==> src/rtl/prll_bs_rr_rtr.sv <==
// Round-robin arbiter that pops one packet at a time from N driver FIFOs and routes it by ID field.
// Optional RR_STATS_EN adds saturating tx_cnt / drp_cnt counters.
module prll_bs_rr_rtr #(
  parameter int unsigned        drvrs     = 4,
  parameter int unsigned        bits      = 32,
  parameter int unsigned        id_bits   = 8,
  parameter logic [id_bits-1:0] broadcast = id_bits'(8'hFF)
) (
  input  logic                    clk,
  input  logic                    reset,
  input  logic [drvrs-1:0]        pndng,
  input  logic [drvrs*bits-1:0]   d_pop,
  output logic [drvrs-1:0]        pop,
  input  logic [drvrs-1:0]        full,
  output logic [drvrs-1:0]        push,
  output logic [drvrs*bits-1:0]   d_push,
  output logic                    busy
`ifdef RR_STATS_EN
  ,
  output logic [15:0]             tx_cnt,
  output logic [15:0]             drp_cnt
`endif
);

  localparam int unsigned GW = (drvrs > 1) ? $clog2(drvrs) : 1;

  typedef enum logic [1:0] {IDLE, POP, SEND} state_t;

  state_t            state;
  logic [GW-1:0]     last_grant;
  logic [GW-1:0]     grant;
  logic [GW-1:0]     winner;
  logic              found;
  logic [bits-1:0]   data;
  logic [bits-1:0]   sent;
  logic [drvrs-1:0]  mask;
  logic [drvrs-1:0]  mask_c;
  logic [id_bits-1:0] dest;
  logic              fire;
  logic              drop;
  int                idx;
  logic [bits-1:0]   d_arr [drvrs];

  for (genvar g = 0; g < int'(drvrs); g++) begin : g_slot
    assign d_arr[g] = d_pop[g*bits +: bits];
  end

  // First pending driver after the previous grant, wrapping modulo drvrs
  always_comb begin
    found  = 1'b0;
    winner = '0;
    idx    = 0;
    for (int k = 1; k <= int'(drvrs); k++) begin
      idx = (int'(last_grant) + k) % int'(drvrs);
      if (!found && pndng[GW'(idx)]) begin
        found  = 1'b1;
        winner = GW'(idx);
      end
    end
  end

  // Destination mask from the latched packet's ID field
  always_comb begin
    dest = data[bits-1 -: id_bits];
    if (dest == broadcast)
      mask_c = ~(drvrs'(1) << grant);
    else if (32'(dest) < drvrs)
      mask_c = drvrs'(1) << dest;
    else
      mask_c = '0;
  end

  // Push is decided against this cycle's full; a reset cycle never pushes
  assign fire   = (state == SEND) && (mask != '0) && ((mask & full) == '0) && !reset;
  assign drop   = (state == SEND) && (mask == '0);
  assign push   = fire ? mask : '0;
  assign d_push = {drvrs{fire ? data : sent}};
  assign busy   = (state != IDLE);

  always_ff @(posedge clk) begin
    if (reset) begin
      state      <= IDLE;
      pop        <= '0;
      last_grant <= GW'(drvrs - 1);
      grant      <= '0;
      data       <= '0;
      sent       <= '0;
      mask       <= '0;
    end else begin
      case (state)
        IDLE: begin
          if (found) begin
            grant <= winner;
            data  <= d_arr[winner];
            pop   <= drvrs'(1) << winner;
            state <= POP;
          end
        end
        POP: begin
          pop        <= '0;
          last_grant <= grant;
          mask       <= mask_c;
          state      <= SEND;
        end
        SEND: begin
          if (drop) begin
            state <= IDLE;
          end else if (fire) begin
            sent  <= data;
            state <= IDLE;
          end
        end
        default: state <= IDLE;
      endcase
    end
  end

`ifdef RR_STATS_EN
  // Saturating traffic statistics
  always_ff @(posedge clk) begin
    if (reset) begin
      tx_cnt  <= '0;
      drp_cnt <= '0;
    end else begin
      if (fire && tx_cnt != 16'hFFFF)
        tx_cnt <= tx_cnt + 16'd1;
      if (drop && drp_cnt != 16'hFFFF)
        drp_cnt <= drp_cnt + 16'd1;
    end
  end
`endif

endmodule

==> config.mk <==
export PLATFORM = sky130hd
export DESIGN_NAME = prll_bs_rr_rtr
export DESIGN_NICKNAME = d
export VERILOG_FILES = /design/src/rtl/prll_bs_rr_rtr.sv
export SDC_FILE = /design/constraint.sdc
export NUM_CORES = 1
export LEC_CHECK = 0
export BUFFER_PORTS_ARGS = -buffer_cell sky130_fd_sc_hd__buf_2
export CORE_ASPECT_RATIO = 0.7
export CORE_UTILIZATION = 45
export DETAILED_ROUTE_END_ITERATION = 12
export GPL_TIMING_DRIVEN = 0
export PLACE_DENSITY = 0.79
export RECOVER_POWER = 50
export SLEW_MARGIN = 30
export SYNTH_ARGS = -nofsm -noshare
export SYNTH_HDL_FRONTEND = slang
export SYNTH_SLANG_ARGS = --single-unit
==> constraint.sdc <==
create_clock -name clk -period 5.2 [get_ports clk]
set_input_delay 0.52 -clock clk [delete_from_list [all_inputs] [get_ports clk]]
set_output_delay 0.52 -clock clk [all_outputs]
set_load 0.02 [all_outputs]
==> reports/qor.yml, run 1 <==
status: "finished, final reports clean"
syn_area_per_cell_um2: 8.86
power_frac_clock_pct: 37.7
drt-total-wl_um: 14700
dr_total_vias: 4950
postCtsResizedCells: 0
drv_cap: 0
endpoint_kind: "primary output"
grt-busiest-layer: "met2"
yosys.area.top_type: "dfxtp_1"
p_per_area_nw_per_um2: 283
clk_pin_slew_ns: 0.06
crit_top_cell: "clkbuf_1"
synth.most_common_cell: "buf_4"
postSynth.asyncResetShare_pct: 0
ff_latch_area_um2: 1560
grtUsageTotal_pct: 25.1
worst-endpoint-arrival_ns: 3.20
power.internal_mw: 1.35
report.final.slew_viol_count: 0
fmaxAchievable_mhz: 269
drive_above_1_share_pct: 42.8
htreeDepth: 3
antenna_found_initial: 0
grt_pass1_wl_um: 23000
synth_common_cells: "100 x buf_4, 78 x dfxtp_1, 67 x nand2_1, 33 x mux2i_1, 32 x and2_1"
synth.top_cell.area_share_pct: 30.9
worstPathRequired_ns: 4.68
use_met2_pct: 41.5
fin_tns_setup_ns: 0
cts_root_buffer: "clkbuf_16"
cp_cell_sequence: "or4_1 > nand3b_1 > or3_1 > clkbuf_1 > clkbuf_1 > mux2_1 > buf_4 > buf_2"
wire_per_inst_um: 14.7
syn_nets: 708
multi_input_area_um2: 2360
seq_area_frac_synth_pct: 30.9
synth_edf_count: 0
place.gp.congestion: 0.834
min_period_over_period_pct: 71.6
synthCells: 570
first_iter_violations: 314
die-height_um: 90.6
path_buf_inv: 4
drc: 0
clk_latency_ns: 0.33
initial_utilization_pct: 47.5
worstHoldPathType: "in -> reg"
cts-buffers-inserted: 9
cts_buffer_depth: 2
io-pin-count: 275
ys_warn_count: 0
design_area_um2: 6720
portBuffers: 271
vdd_ir_drop_max_v: 0.000201
crit_path_top_delay_cell: "clkbuf_1"
start_kind: "flip-flop"
dieArea_um2: 11700
switching_share_pct: 28.9
nets: 990
ant_nets: 0
slew_headroom_pct: 34.2
cts_tree: "yes"
skew_ns: 0.00572
synthFlopType: "dfxtp_1"
fillers: 1003
crit_fanout: 10
dp_hpwl_um: 11500
grt_overflow: 0
p_comb_share_pct: 25.3
holdWs_ns: 0.480
ctsHoldBuffers: 0
slowest_delay_ns: 0.55
dieWidth_um: 129
core_area_um2: 10600
p_leak_nw: 3.58
synthesis.area_um2: 5050
vias_per_cell: 4.93
rsz0062_at_grt: "false"
setup_viol: 0
use_met1_pct: 33.6
synth_cell_type_count: 48
min_period_ns: 3.72
path_class: "reg -> out"
grt_max_degree: 14
fp-row-count: 31
p_switching_uw: 549
use_met3_pct: 5.75
synth_seq_cells: 78
area_growth_pct: 33.1
dpl_cell_area_um2: 6590
synthTopCellsByArea: "dfxtp_1 31%, buf_4 15%, mux2_4 7.7%, mux2i_1 6.5%, a221o_1 5.6%"
diodes: 0
first_global_vias: 4528
cts_setup_buffers: 0
crit_family: "buffers and inverters"
tightest_slew_ns: 0.987
finalHoldViolations: 0
drt-pass1-iter-count: 5
pwr-share-seq_pct: 37.0
cts.sinks: 78
-- worst register-to-register path, delay by kind of cell, from the launching register on --
kind | cells | cell delay [ns]
and+or+nand+nor | 4 | 0.94
muxes | 1 | 0.50
DFF | 1 | 0.32
buffers and inverters | 2 | 1.00
-- layout make-up --
cell class	instances	share of cell area [%]
plain buffers	133	13.2
repair buffers	271	19.7
multi-input cells	344	35.1
inverters	15	0.838
flip-flops and latches	78	23.2
well taps	148	2.76
clock inverters	5	1.58
clock buffers	11	3.61
-- kinds of logic (layout without fill, tap and decap cells) --
kind of cell | Yosys count | after routing | synth area share [%]
flip-flops | 78 | 78 | 30.9
multiplexers | 65 | 65 | 15.6
AO/OA/AOI/OAI | 141 | 141 | 20.4
AND/OR/NAND/NOR | 138 | 138 | 13.0
buffers and inverters | 148 | 435 | 20.1
-- cells in the final DEF (no fill, tap or decap), types with 2 or more instances in the layout --
master	netlist	layout
a211oi_1	5	5
a21boi_0	4	4
a21oi_1	11	12
a221o_1	28	28
a22oi_1	2	2
a31oi_1	2	2
and2_1	32	32
buf_2	9	249
buf_4	100	98
buf_6	3	2
bufinv_16	0	3
clkbuf_1	17	55
clkbuf_16	0	9
dfxtp_1	78	78
inv_1	14	14
mux2_1	0	31
mux2i_1	33	33
nand2_1	67	67
nand2b_1	5	5
nand3_1	4	4
nor2_1	15	15
nor2b_1	4	4
nor3_1	2	2
nor4_1	2	2
o211ai_1	2	2
o21a_1	24	24
o21ai_0	16	40
o21ai_1	28	4
o21bai_1	5	5
o311a_1	2	2
o31ai_1	4	4
-- metrics by stage --
step / power [mW] / instances / worst slack (ns) / utilization, %
after global routing: 1.99 / 1005 / 1.32 / 63.2
after global placement: 1.21 / 989 / 2.52 / 62.0
after detailed placement: 1.21 / 989 / 2.50 / 62.0
after CTS: 1.93 / 1005 / 2.27 / 65.3
after floorplan: 1.04 / 570 / 2.80 / -
final: 1.90 / 1005 / 1.48 / 63.2
-- power by group through the flow --
stage / Clock [mW] / Combinational [mW] / Sequential (mW)
floorplan: 0 / 0.341 / 0.702
global placement: 0 / 0.492 / 0.714
detailed placement: 0 / 0.497 / 0.716
CTS: 0.727 / 0.499 / 0.704
global route: 0.757 / 0.525 / 0.710
finish: 0.717 / 0.480 / 0.702
-- state kept, by name, summed over array words and instances (netlist names) --
register    cells
grant           2
state           2
sent           32
mask            4
pop             4
last_grant      2
data           32
-- path summary, 6_finish.rpt --
kind	startpoint	slack, ns	to	cells past startpoint
worst max-delay path	mask[0]$_SDFFE_PP0P_	1.48	d_push[106]	8
worst min-delay path	d_pop[91]	0.48	data[27]$_SDFFE_PP0P_	3
worst max register to register	mask[0]$_SDFFE_PP0P_	2.34	sent[10]$_SDFFE_PP0P_	7
worst min register to register	pop[0]$_SDFFE_PP0P_	0.49	pop[0]$_SDFFE_PP0P_	2
-- routing by layer --
metal / vias up / routed length, um
met5: - / 0
li1: 2457 / -
met1: 2276 / 6730
met2: 200 / 6810
met4: 0 / 145
met3: 17 / 1060
(Power assumes the default switching activity.)
==> inputs of run 2 (changes only) <==
- CORE_UTILIZATION: 45 -> 41
- PLACE_DENSITY: 0.79 -> 0.75
- clock period: 5.2 -> 3 ns (I/O delays scaled with it)
==> reports/qor.yml, run 2 (synthesized netlist as in run 1, its figures left out) <==
status: "finished, final reports clean"
clk_pin_slew_ns: 0.06
crit_fanout: 10
layout_common_cells: "247 x buf_2, 98 x buf_4, 78 x dfxtp_1, 67 x nand2_1, 53 x clkbuf_1"
core_area_um2: 11900
drc: 0
wire_per_inst_um: 14.6
dieArea_um2: 12800
grt_max_degree: 15
clk_latency_ns: 0.33
mostFrequentLayoutCell: "buf_2"
drv_cap: 0
rsz0062_at_grt: "false"
design_area_um2: 6770
first_iter_violations: 154
min_period_over_period_pct: 93.2
ctsHoldBuffers: 0
fin_tns_setup_ns: 0
cts_tree: "yes"
worstHoldPathType: "in -> reg"
portBuffers: 271
ant_nets: 0
fin_ws_ns: 0.205
slowest_delay_ns: 0.52
dpl_cell_area_um2: 6600
top_layer_used: "met4"
vias_per_cell: 4.83
die-height_um: 94.8
min_period_ns: 2.79
vdd_ir_drop_max_v: 0.000299
grt_pass1_wl_um: 22100
cts-buffers-inserted: 9
path_buf_inv: 4
worstPathRequired_ns: 2.70
grt_overflow: 0
crit_path_top_delay_cell: "or4_1"
cts_root_buffer: "clkbuf_16"
r2r_slack_ns: 0.28
p_leak_nw: 3.60
drt-total-wl_um: 14800
initial_utilization_pct: 42.6
place.gp.congestion: 0.824
fmaxAchievable_mhz: 358
tightest_slew_ns: 0.996
met2_length_um: 6880
path_class: "reg -> out"
setup_viol: 0
diodes: 0
antenna_found_initial: 0
endpoint_kind: "primary output"
start_kind: "flip-flop"
reg.largest.list: "data x32, sent x32"
cts.sinks: 78
slew_headroom_pct: 33.6
postCtsResizedCells: 0
nets: 990
dr_total_vias: 4895
report.final.slew_viol_count: 0
drt-pass1-iter-count: 6
worst-endpoint-arrival_ns: 2.49
crit_family: "simple AND/OR/NAND/NOR gates"
finalHoldViolations: 0
dieWidth_um: 135
io-pin-count: 275
grtUsageTotal_pct: 22.6
post-place-ws_ns: 0.645
cp_cell_sequence: "or4_1 > nand3b_1 > or3_1 > buf_6 > buf_12 > mux2_1 > buf_4 > buf_2"
skew_ns: 0.00664
area_growth_pct: 34.0
dp_hpwl_um: 11600
fp-row-count: 33
dr_wl_met3_um: 912
htreeDepth: 3
cts_setup_buffers: 0
cts_buffer_depth: 2
drive_above_1_share_pct: 43.8
drt-met1-wl_um: 6870
first_global_vias: 4264
p_per_area_nw_per_um2: 469
-- run 2: changes by cell type in the layout (fill, tap and decap cells not counted), moves of 3 or more --
cell / previous run / this run
mux2_4: 1 / 7
buf_12: 0 / 3
mux2_1: 31 / 25
inv_6: 0 / 3
-- run 2: through the flow --
stage	util [%]	total power, mW	hold WS (ns)	instances
after floorplan	-	1.81	0.457	570
after detailed placement	55.7	2.11	0.481	998
after CTS	58.3	3.23	0.231	1014
final	57.1	3.18	0.249	1014
after global placement	55.7	2.09	0.474	998
after global routing	57.1	3.34	0.247	1014
-- run 2: path summary, 6_finish.rpt --
kind / startpoint / to / depth (start not counted)
hold reg to reg: grant[1]$_SDFFE_PP0P_ / grant[1]$_SDFFE_PP0P_ / 2
hold / removal: d_pop[91] / data[27]$_SDFFE_PP0P_ / 3
setup / recovery: mask[0]$_SDFFE_PP0P_ / d_push[52] / 8
setup reg to reg: last_grant[1]$_SDFFE_PP1P_ / data[24]$_SDFFE_PP0P_ / 6
-- run 2: layer usage --
metal  GRT usage [%]  vias to the layer above
li1                -                     2459
met1            30.6                     2258
met2            36.6                      165
met3            4.56                       13
met4            6.37                        0
met5               0                        -
-- run 2: worst register-to-register path: stages, from the launching register on --
cell,delay (ns)
dfxtp_1,0.39
buf_4,0.21
mux2i_1,0.09
o221ai_1,0.66
clkbuf_1,0.75
mux2i_1,0.39
o21ai_0,0.13
-- run 2: layout make-up --
cell class	instances	area [um^2]
tap	157	196
sequential	78	1560
multi-input combinational	344	2380
clock inverter	5	63.8
clock buffer	11	243
inverter	15	56.3
fill	1149	5080
buffer	133	945
timing repair buffer	271	1320
-- run 2: power breakdown --
group,switching (mW),total (mW),internal (mW)
logic,0.473,0.840,0.367
clock network,0.442,1.12,0.676
registers,0.0753,1.22,1.14
total,0.991,3.18,2.19
